File: config.mk
export PLATFORM = sky130hd
export DESIGN_NAME = bus_hold_arbiter_flat
export DESIGN_NICKNAME = d
export VERILOG_FILES = /design/src/rtl/bus_hold_arbiter_if.sv /design/src/rtl/bus_hold_arbiter.sv /design/src/flat_wrapper.sv
export SDC_FILE = /design/constraint.sdc
export NUM_CORES = 1
export LEC_CHECK = 0
export ABC_AREA = 1
export ABC_CLOCK_PERIOD_IN_PS = 4300
export BUFFER_PORTS_ARGS = -buffer_cell sky130_fd_sc_hd__buf_2
export CORE_MARGIN = 4
export CORE_UTILIZATION = 56
export CTS_BUF_LIST = sky130_fd_sc_hd__clkbuf_4 sky130_fd_sc_hd__clkbuf_8 sky130_fd_sc_hd__clkbuf_16
export DETAILED_ROUTE_END_ITERATION = 10
export GPL_TIMING_DRIVEN = 0
export HOLD_SLACK_MARGIN = 0.1
export PLACE_DENSITY_LB_ADDON = 0.2
export SETUP_SLACK_MARGIN = 0.02
export SKIP_LAST_GASP = 1
export SLEW_MARGIN = 10
export SYNTH_ARGS = -nofsm -noshare
export SYNTH_HDL_FRONTEND = slang
export SYNTH_SLANG_ARGS = --single-unit
File: constraint.sdc
create_clock -name clk -period 4.3 [get_ports clk]
set_clock_uncertainty 0.1 [all_clocks]
set_input_delay 0.43 -clock clk [delete_from_list [all_inputs] [get_ports clk]]
set_output_delay 0.43 -clock clk [all_outputs]
set_load 0.005 [all_outputs]
File: src/rtl/bus_hold_arbiter_if.sv
// rtl/bus_hold_arbiter_if.sv - HOLD/HOLDA arbitration bus between the requesters, the CPU and bus_hold_arbiter.
interface bus_hold_arbiter_if #(
    parameter int NREQ = 2
);
    logic [NREQ-1:0] req;
    logic [NREQ-1:0] gnt;
    logic            hold;
    logic            holda;
    logic            bus_owned;
    logic            hlda_err;
    logic            err_clr;

    // master: requesters plus the CPU HOLDA side; slave: the arbiter
    modport master (
        output req, holda, err_clr,
        input  gnt, hold, bus_owned, hlda_err
    );

    modport slave (
        input  req, holda, err_clr,
        output gnt, hold, bus_owned, hlda_err
    );
endinterface

File: src/rtl/bus_hold_arbiter.sv
// rtl/bus_hold_arbiter.sv - 386SX HOLD/HOLDA round-robin arbiter for NREQ secondary bus masters.
// Optional grant tenure limit with forced revoke: HOLD_TENURE_LIMIT_EN.
module bus_hold_arbiter #(
    parameter int NREQ         = 2,
    parameter int HLDA_TIMEOUT = 1023,
    parameter int TENURE       = 256
) (
    input  logic              clk,
    input  logic              reset_n,
    bus_hold_arbiter_if.slave bus
);
    localparam int PW = (NREQ > 1) ? $clog2(NREQ) : 1;
    localparam int CW = $clog2(HLDA_TIMEOUT + 1);

    localparam logic [2:0] S_IDLE      = 3'd0;
    localparam logic [2:0] S_WAIT_HLDA = 3'd1;
    localparam logic [2:0] S_GRANT     = 3'd2;
    localparam logic [2:0] S_HANDOFF   = 3'd3;
    localparam logic [2:0] S_RELEASE   = 3'd4;

    if (NREQ < 1 || NREQ > 8 || HLDA_TIMEOUT < 1 || TENURE < 1) begin : g_bad_params
        $error("bus_hold_arbiter: parameter out of range");
    end

    logic [2:0]      state, state_n;
    logic [NREQ-1:0] gnt_q, gnt_n;
    logic            hold_q, hold_n;
    logic            owned_q;
    logic            err_q, err_n, err_set;
    logic [PW-1:0]   rr_ptr, rr_n;
    logic [CW-1:0]   to_cnt, to_cnt_n;

`ifdef HOLD_TENURE_LIMIT_EN
    localparam int TW = $clog2(TENURE + 1);
    logic [TW-1:0]   ten_cnt, ten_cnt_n;
`endif

    logic            any_req, owner_req, others_req, win_found;
    logic [PW-1:0]   winner;
    logic [NREQ-1:0] win_onehot;

    assign any_req    = |bus.req;
    assign owner_req  = |(bus.req & gnt_q);
    assign others_req = |(bus.req & ~gnt_q);

    // Round-robin search starts one past the last winner
    always_comb begin
        int            j;
        logic [PW-1:0] idx;
        win_found  = 1'b0;
        winner     = '0;
        win_onehot = '0;
        for (int i = 1; i <= NREQ; i++) begin
            j = int'(rr_ptr) + i;
            if (j >= NREQ) j = j - NREQ;
            idx = PW'(j);
            if (!win_found && bus.req[idx]) begin
                win_found = 1'b1;
                winner    = idx;
            end
        end
        win_onehot[winner] = 1'b1;
    end

    always_comb begin
        state_n  = state;
        gnt_n    = gnt_q;
        hold_n   = hold_q;
        rr_n     = rr_ptr;
        to_cnt_n = to_cnt;
        err_set  = 1'b0;
`ifdef HOLD_TENURE_LIMIT_EN
        ten_cnt_n = ten_cnt;
`endif
        case (state)
            S_IDLE: begin
                if (any_req && !bus.holda) begin
                    hold_n   = 1'b1;
                    to_cnt_n = '0;
                    state_n  = S_WAIT_HLDA;
                end
            end
            S_WAIT_HLDA: begin
                if (bus.holda) begin
                    if (any_req) begin
                        gnt_n   = win_onehot;
                        rr_n    = winner;
                        state_n = S_GRANT;
`ifdef HOLD_TENURE_LIMIT_EN
                        ten_cnt_n = '0;
`endif
                    end else begin
                        hold_n  = 1'b0;
                        state_n = S_RELEASE;
                    end
                end else if (to_cnt != CW'(HLDA_TIMEOUT)) begin
                    // HOLD is never withdrawn here; the timeout only flags the CPU
                    to_cnt_n = to_cnt + 1'b1;
                    if (to_cnt == CW'(HLDA_TIMEOUT - 1)) err_set = 1'b1;
                end
            end
            S_GRANT: begin
                if (!bus.holda) begin
                    gnt_n   = '0;
                    hold_n  = 1'b0;
                    err_set = 1'b1;
                    state_n = S_RELEASE;
                end else if (!owner_req) begin
                    gnt_n = '0;
                    if (others_req) begin
                        state_n = S_HANDOFF;
                    end else begin
                        hold_n  = 1'b0;
                        state_n = S_RELEASE;
                    end
                end
`ifdef HOLD_TENURE_LIMIT_EN
                else if (ten_cnt == TW'(TENURE - 1)) begin
                    // Saturate while alone; revoke as soon as someone else asks
                    if (others_req) begin
                        gnt_n   = '0;
                        state_n = S_HANDOFF;
                    end
                end else begin
                    ten_cnt_n = ten_cnt + 1'b1;
                end
`endif
            end
            S_HANDOFF: begin
                if (!bus.holda) begin
                    hold_n  = 1'b0;
                    err_set = 1'b1;
                    state_n = S_RELEASE;
                end else if (any_req) begin
                    gnt_n   = win_onehot;
                    rr_n    = winner;
                    state_n = S_GRANT;
`ifdef HOLD_TENURE_LIMIT_EN
                    ten_cnt_n = '0;
`endif
                end else begin
                    hold_n  = 1'b0;
                    state_n = S_RELEASE;
                end
            end
            S_RELEASE: begin
                hold_n = 1'b0;
                if (!bus.holda) state_n = S_IDLE;
            end
            default: begin
                gnt_n   = '0;
                hold_n  = 1'b0;
                state_n = S_IDLE;
            end
        endcase
        err_n = err_set ? 1'b1 : (bus.err_clr ? 1'b0 : err_q);
    end

    always_ff @(posedge clk or negedge reset_n) begin
        if (!reset_n) begin
            state   <= S_IDLE;
            gnt_q   <= '0;
            hold_q  <= 1'b0;
            owned_q <= 1'b0;
            err_q   <= 1'b0;
            rr_ptr  <= '0;
            to_cnt  <= '0;
`ifdef HOLD_TENURE_LIMIT_EN
            ten_cnt <= '0;
`endif
        end else begin
            state   <= state_n;
            gnt_q   <= gnt_n;
            hold_q  <= hold_n;
            owned_q <= |gnt_n;
            err_q   <= err_n;
            rr_ptr  <= rr_n;
            to_cnt  <= to_cnt_n;
`ifdef HOLD_TENURE_LIMIT_EN
            ten_cnt <= ten_cnt_n;
`endif
        end
    end

    assign bus.gnt       = gnt_q;
    assign bus.hold      = hold_q;
    assign bus.bus_owned = owned_q;
    assign bus.hlda_err  = err_q;
endmodule

File: src/flat_wrapper.sv
// flat-port wrapper written by rule: the top's interface ports become plain ports
module bus_hold_arbiter_flat 
#(
    parameter int NREQ         = 2,
    parameter int HLDA_TIMEOUT = 1023,
    parameter int TENURE       = 256
)
  (clk, reset_n, bus_req, bus_holda, bus_err_clr, bus_gnt, bus_hold, bus_bus_owned, bus_hlda_err);
  bus_hold_arbiter_if #(.NREQ(NREQ)) bus_i ();
  input  logic clk;
  input  logic reset_n;
  input wire logic [$bits(bus_i.req)-1:0] bus_req;
  input wire logic [$bits(bus_i.holda)-1:0] bus_holda;
  input wire logic [$bits(bus_i.err_clr)-1:0] bus_err_clr;
  output wire logic [$bits(bus_i.gnt)-1:0] bus_gnt;
  output wire logic [$bits(bus_i.hold)-1:0] bus_hold;
  output wire logic [$bits(bus_i.bus_owned)-1:0] bus_bus_owned;
  output wire logic [$bits(bus_i.hlda_err)-1:0] bus_hlda_err;
  assign bus_i.req = bus_req;
  assign bus_i.holda = bus_holda;
  assign bus_i.err_clr = bus_err_clr;
  assign bus_gnt = bus_i.gnt;
  assign bus_hold = bus_i.hold;
  assign bus_bus_owned = bus_i.bus_owned;
  assign bus_hlda_err = bus_i.hlda_err;
  bus_hold_arbiter #(.NREQ(NREQ), .HLDA_TIMEOUT(HLDA_TIMEOUT), .TENURE(TENURE)) u_core (.clk(clk), .reset_n(reset_n), .bus(bus_i));
endmodule
# After elaboration in Yosys (flattened, before gate mapping)
# Cells that the tools add are included.
# word_totals
ff_bits	19
latch_bits	0
ramBits	0
romBits	0
in_bits	6
output_inout_bits	5
wordCells	97
n_memories	0
# classes
add_sub_neg	5
n_mul	0
div	0
order_cmp	6
eq_ne	13
shifts	0
muxes	44
bitwise_logic	3
reduce_logical	19
# ops
cell	n
2-to-1 mux 10 bit	3
2-to-1 mux 3 bit	8
2-to-1 mux 1 bit	23
one-hot mux 10 bit (2 select lines)	1
one-hot mux 3 bit (5 select lines)	1
OR reduction 2 bit	7
AND reduction 4 bit	3
adder 10 x 1 -> 10 bit, second input constant	1
equality test 10 bit, second input constant	1
!= test 10 bit, second input constant	1
2-to-1 mux 2 bit	4
equality test 3 x 2 -> 1 bit, second input constant	2
< comparator 1 x 2 -> 1 bit, second input constant	3
!= test 2 bit, second input constant	3
!= test 3 bit, second input constant	2
one-hot mux 2 bit (3 select lines)	1
AND 2 bit	2
!= test 2 x 1 -> 1 bit, second input constant	2
one-hot mux 1 bit (4 select lines)	1
nonzero test 2 bit	2
adder 1 x 2 -> 3 bit, second input constant	1
equality test 3 x 1 -> 1 bit, second input constant	1
equality test 3 bit, second input constant	1
greater-or-equal comparator 3 x 2 -> 1 bit, second input constant	1
11 further kinds	15

# Depth between registers and ports, before layout
# logic_depth
ltp_word	17
mapped_depth	9
depth_no_buf	9

# Worst setup path after synthesis
# OpenSTA, ideal clock, no wires.
# synth_path
kind	register to register
start	register u_core.to_cnt[0]
end	register u_core.to_cnt[5]
setup_ns	0.118
t_arrival_ns	1.282
required_time_ns	4.082
slack_ns	2.801
path_stages_with_launch	9
n_path_buf	1
synth_period_minus_slack_ns	1.499
cell_sequence	dfrtp_1 > ha_1 > inv_1 > nor2_8 > nand4_4 > nand2_4 > buf_12 > nand2_1 > o21ai_2
# synth_between
elab_chain_len	4
elab_cells_between_ends	7
cone_classes	1 x add/sub; 2 x eq/ne; 3 x mux; 1 x reduce/logical
# synth_lines
item	line	source
start, declared	bus_hold_arbiter.sv:31	logic [CW-1:0] to_cnt, to_cnt_n;
start signal, assigned	bus_hold_arbiter.sv:178	to_cnt <= to_cnt_n;
adder 10 x 1 -> 10 bit	bus_hold_arbiter.sv:98	to_cnt_n = to_cnt + 1'b1;
2-to-1 mux 10 bit	bus_hold_arbiter.sv:96	end else if (to_cnt != CW'(HLDA_TIMEOUT)) begin
2-to-1 mux 10 bit	bus_hold_arbiter.sv:84	if (bus.holda) begin
one-hot mux 10 bit (2 select lines)	bus_hold_arbiter.sv:75	case (state)
# Several ways; a longest one is shown, not always the timed one. The select of a mux whose other input is x is not followed.
# A chain may end at the register's enable or synchronous reset.

# Final worst setup path
# layout_path
start	register u_core.to_cnt[0]
end	register u_core.to_cnt[2]
# Same word-level chain as after synthesis.

==> results.py <==
metrics = {
    "run_status": {
        "outcome": "finished clean",
    },
    "synthesis": {
        "synthArstFlopShare_pct": 100.0,
        "synth_nets": 187,
        "avgSynthCellArea_um2": 7.158,
        "syn-instance-count": 179,
        "yosysSeqAreaShare_pct": 37.11,
        "yosysMostFrequentCell": "nand2_1",
        "netlist.area_leader.share_pct": 37.11,
        "synth_seq_cells": 19,
        "yosysWarnings": 0,
        "netlist_top_cells_area": "dfrtp_1, nand2_1, nand3_1",
        "synth.largest_area_cell": "dfrtp_1",
        "yosys-top-cells-count": "nand2_1, inv_1, nand3_1",
        "synthFlopType": "dfrtp_1",
        "synth_cell_type_count": 26,
        "synth-edff-count": 0,
        "syn_area_mm2": 0.001281,
    },
    "floorplan": {
        "die_h_um": 55.83,
        "dieArea_mm2": 0.003117,
        "floorplan.initialDensity_pct": 58.48,
        "die_x_um": 55.83,
        "io_pins": 11,
        "core_mm2": 0.002191,
        "rows": 17,
    },
    "place": {
        "gp_congestion": 0.8905,
        "port_buffers": 10,
        "dpl.hpwl_mm": 1.928,
        "dp_worst_setup_slack_ps": 2672,
    },
    "clock_tree": {
        "cts_buffer_depth": 2,
        "cts_root_buf": "clkbuf_4",
        "clk_pin_slew_ps": 110,
        "clk_latency_ps": 300,
        "postCtsSetupBuffers": 0,
        "htreeDepth": 1,
        "cts_tree": "built",
        "cts_buffers": 3,
        "cts_num_sinks": 19,
    },
    "setup_path": {
        "worstPathCellList": "ha_1 -> inv_1 -> nor2_8 -> nand4_4 -> nand2_4 -> buf_12 -> nand2_1 -> o21ai_2",
        "end_kind": "flop",
        "ff2ff_setup_slack_ps": 2660,
        "crit_arrival_ps": 1780,
        "path_buf_inv": 2,
        "critPathKind": "reg -> reg",
        "cp_max_fo": 10,
        "cpMaxStageDelayCell": "dfrtp_1",
        "required_ps": 4440,
        "start_kind": "flop",
        "rr_startpoint": "u_core.to_cnt[0]$_DFFE_PN0P_",
        "r2r_cells": 8,
        "critical-path-top-delay-family": "simple AND/OR/NAND/NOR gates",
        "reg2reg_to": "u_core.to_cnt[2]$_DFFE_PN0P_",
        "worst_path_largest_cell_delay_ps": 470,
    },
    "detailed_routing": {
        "vias_per_cell": 5.090,
        "dr.pass1.iters": 4,
        "totalWireLength_mm": 2.495,
        "wire_per_inst_um": 11.24,
        "drc": 0,
        "antenna_left": 0,
        "vias": 1130,
        "detail_route.iter0.violations": 18,
    },
    "pwr": {
        "powerDensity_mw_per_mm2": 518.6,
        "switching_share_pct": 46.10,
        "seq_power_share_pct": 36.5,
        "p_clk_share_pct": 12.3,
        "peakVddDrop_v": 0.0003265,
        "leakage_nw": 0.7725,
        "p_int_uw": 392.4,
        "combPwrFrac_pct": 51.2,
        "switchingPower_uw": 335.7,
    },
    "timing": {
        "timing.final.crit_share_pct": 38.22,
        "setup_violations": 0,
        "tightest_slew_ps": 422.4,
        "setup_ws_ps": 2656,
        "fmax_mhz": 608.5,
        "layout_min_cycle_time_ps": 1644,
        "max_slew_margin_pct": 71.84,
        "slew_viol_final": 0,
        "hold_violations": 0,
        "rsz0062_at_grt": "no",
        "setup_tns_ps": 0,
    },
    "min_path": {
        "worstHoldEndpoint": "u_core.bus.hlda_err$_DFFE_PN0P_",
        "worstHoldStart": "bus_err_clr",
        "hold_path.class": "in -> reg",
        "holdPathStages": 3,
    },
    "layout": {
        "layout-drive-gt1-share_pct": 16.49,
        "antenna_cells": 0,
        "fin_nets": 203,
        "fill_cells": 194,
        "synthToLayoutAreaGrowth_pct": 9.571,
    },
    "grt": {
        "grt_pass1_vias": 1070,
        "grt_max_degree": 20,
        "grt_remaining_overflow": 0,
        "grt_pass1_wl_mm": 4.326,
        "grt.total_usage_pct": 17.38,
        "antenna_found_initial": 0,
    },
    "run": {
        "max_cap_violations": 0,
    },
}
[metal layers]
layer | wire, um | GRT usage [%] | share of wire (%) | vias to the layer above
met5 | 0 | 0 | 0 | -
met4 | 45 | 8.136 | 1.8 | 0
met3 | 71 | 2.320 | 2.8 | 5
met2 | 1253 | 32.26 | 50 | 16
met1 | 1124 | 19.39 | 45 | 511
li1 | - | - | - | 598
[kinds of logic (layout without fill, tap and decap cells)]
group / after synthesis / after routing / synth area share [%]
and+or+nand+nor: 103 / 103 / 38.18
buffers and inverters: 31 / 46 / 10.55
AOI/OAI and AO/OA: 21 / 21 / 10.16
DFF: 19 / 19 / 37.11
xor gates and xnor gates: 3 / 3 / 2.051
adders and majority gates: 2 / 2 / 1.953
[state kept, by name, summed over array words and instances, names as in the netlist]
register and flops:
u_core.to_cnt 10, u_core.state 3, u_core.bus.gnt 2, u_core.bus.bus_owned 1
u_core.bus.hlda_err 1, u_core.bus.hold 1, u_core.rr_ptr 1
[layout by cell type (no fill, tap or decap)]
| cell type | instances |
|---|---|
| xor2_1 | 1 |
| o21ai_2 | 5 |
| nor2_4 | 1 |
| buf_2 | 12 |
| nand3_1 | 20 |
| nand4_4 | 1 |
| buf_12 | 1 |
| or2_2 | 1 |
| inv_2 | 2 |
| o21ai_1 | 1 |
| o21bai_1 | 1 |
| dfrtp_1 | 19 |
| ha_1 | 2 |
| xnor2_1 | 2 |
| clkbuf_4 | 3 |
| nand2_2 | 2 |
| o21ai_0 | 9 |
| o211ai_1 | 1 |
| nand4_1 | 6 |
| o22ai_1 | 1 |
| a21oi_1 | 3 |
| dlygate4sd3_1 | 1 |
| nor2_1 | 11 |
| inv_1 | 26 |
| nor2_8 | 1 |
| nand2_1 | 58 |
| nand2_4 | 1 |
| nand3_2 | 1 |
| clkinv_2 | 1 |
[final cells by class]
cell class | instances | area [um^2] | area share [%]
Buffer | 3 | 30.03 | 2.139
Clock buffer | 3 | 22.52 | 1.604
Clock inverter | 1 | 5.005 | 0.3565
Inverter | 28 | 105.1 | 7.487
Multi-Input combinational cell | 129 | 670.6 | 47.77
Sequential cell | 19 | 475.5 | 33.87
Tap cell | 28 | 35.03 | 2.496
Timing Repair Buffer | 11 | 60.06 | 4.278
[worst max-delay path by stage]
stage	startpoint	to	slack, ps	cells past startpoint
2_1_floorplan	u_core.to_cnt[0]$_DFFE_PN0P_	u_core.to_cnt[5]$_DFFE_PN0P_	2800	8
3_3_place_gp	u_core.to_cnt[0]$_DFFE_PN0P_	u_core.to_cnt[5]$_DFFE_PN0P_	2690	8
3_5_place_dp	u_core.to_cnt[0]$_DFFE_PN0P_	u_core.to_cnt[9]$_DFFE_PN0P_	2670	8
4_1_cts	u_core.to_cnt[0]$_DFFE_PN0P_	u_core.to_cnt[2]$_DFFE_PN0P_	2650	8
5_1_grt	u_core.to_cnt[0]$_DFFE_PN0P_	u_core.to_cnt[4]$_DFFE_PN0P_	2560	8
6_report	u_core.to_cnt[0]$_DFFE_PN0P_	u_core.to_cnt[2]$_DFFE_PN0P_	2660	8
[stage by stage]
stage | std cells | util [%] | power (mW) | cell area (um^2) | hold WS [ps]
after global routing | 222 | 64.08 | 0.8040 | 1404 | 359.1
after global placement | 217 | 62.36 | 0.6291 | 1366 | 288.4
after CTS | 222 | 64.08 | 0.7356 | 1404 | 347.8
after detailed placement | 217 | 62.36 | 0.6417 | 1366 | 290.1
final | 222 | 64.08 | 0.7280 | 1404 | 354.3
after floorplan | 179 | - | 0.5420 | 1281 | 34.41
[timing repair]
action	4_1_cts	5_1_grt
gates resized for setup	0	0
hold buffers	1	0
hold endpoints to repair	19	0
endpoints found under the setup margin	0	0
[worst reg2reg max path: cells and delay by family, from the launching register on]
kind	cells	cell delay, ps
adders and majority gates	1	220
AOI/OAI and AO/OA	1	50
DFF	1	470
buffers and inverters	2	250
and+or+nand+nor	4	500
[power by group through the flow]
| stage | clock [mW] | sequential (mW) | combinational (mW) |
|---|---|---|---|
| after global placement | 0 | 0.267 | 0.362 |
| after CTS | 0.0953 | 0.265 | 0.375 |
| final | 0.0899 | 0.266 | 0.373 |
| after detailed placement | 0 | 0.269 | 0.372 |
| after floorplan | 0 | 0.265 | 0.277 |
| after global routing | 0.104 | 0.273 | 0.427 |
Note: power is estimated with default switching activity, not from simulation.
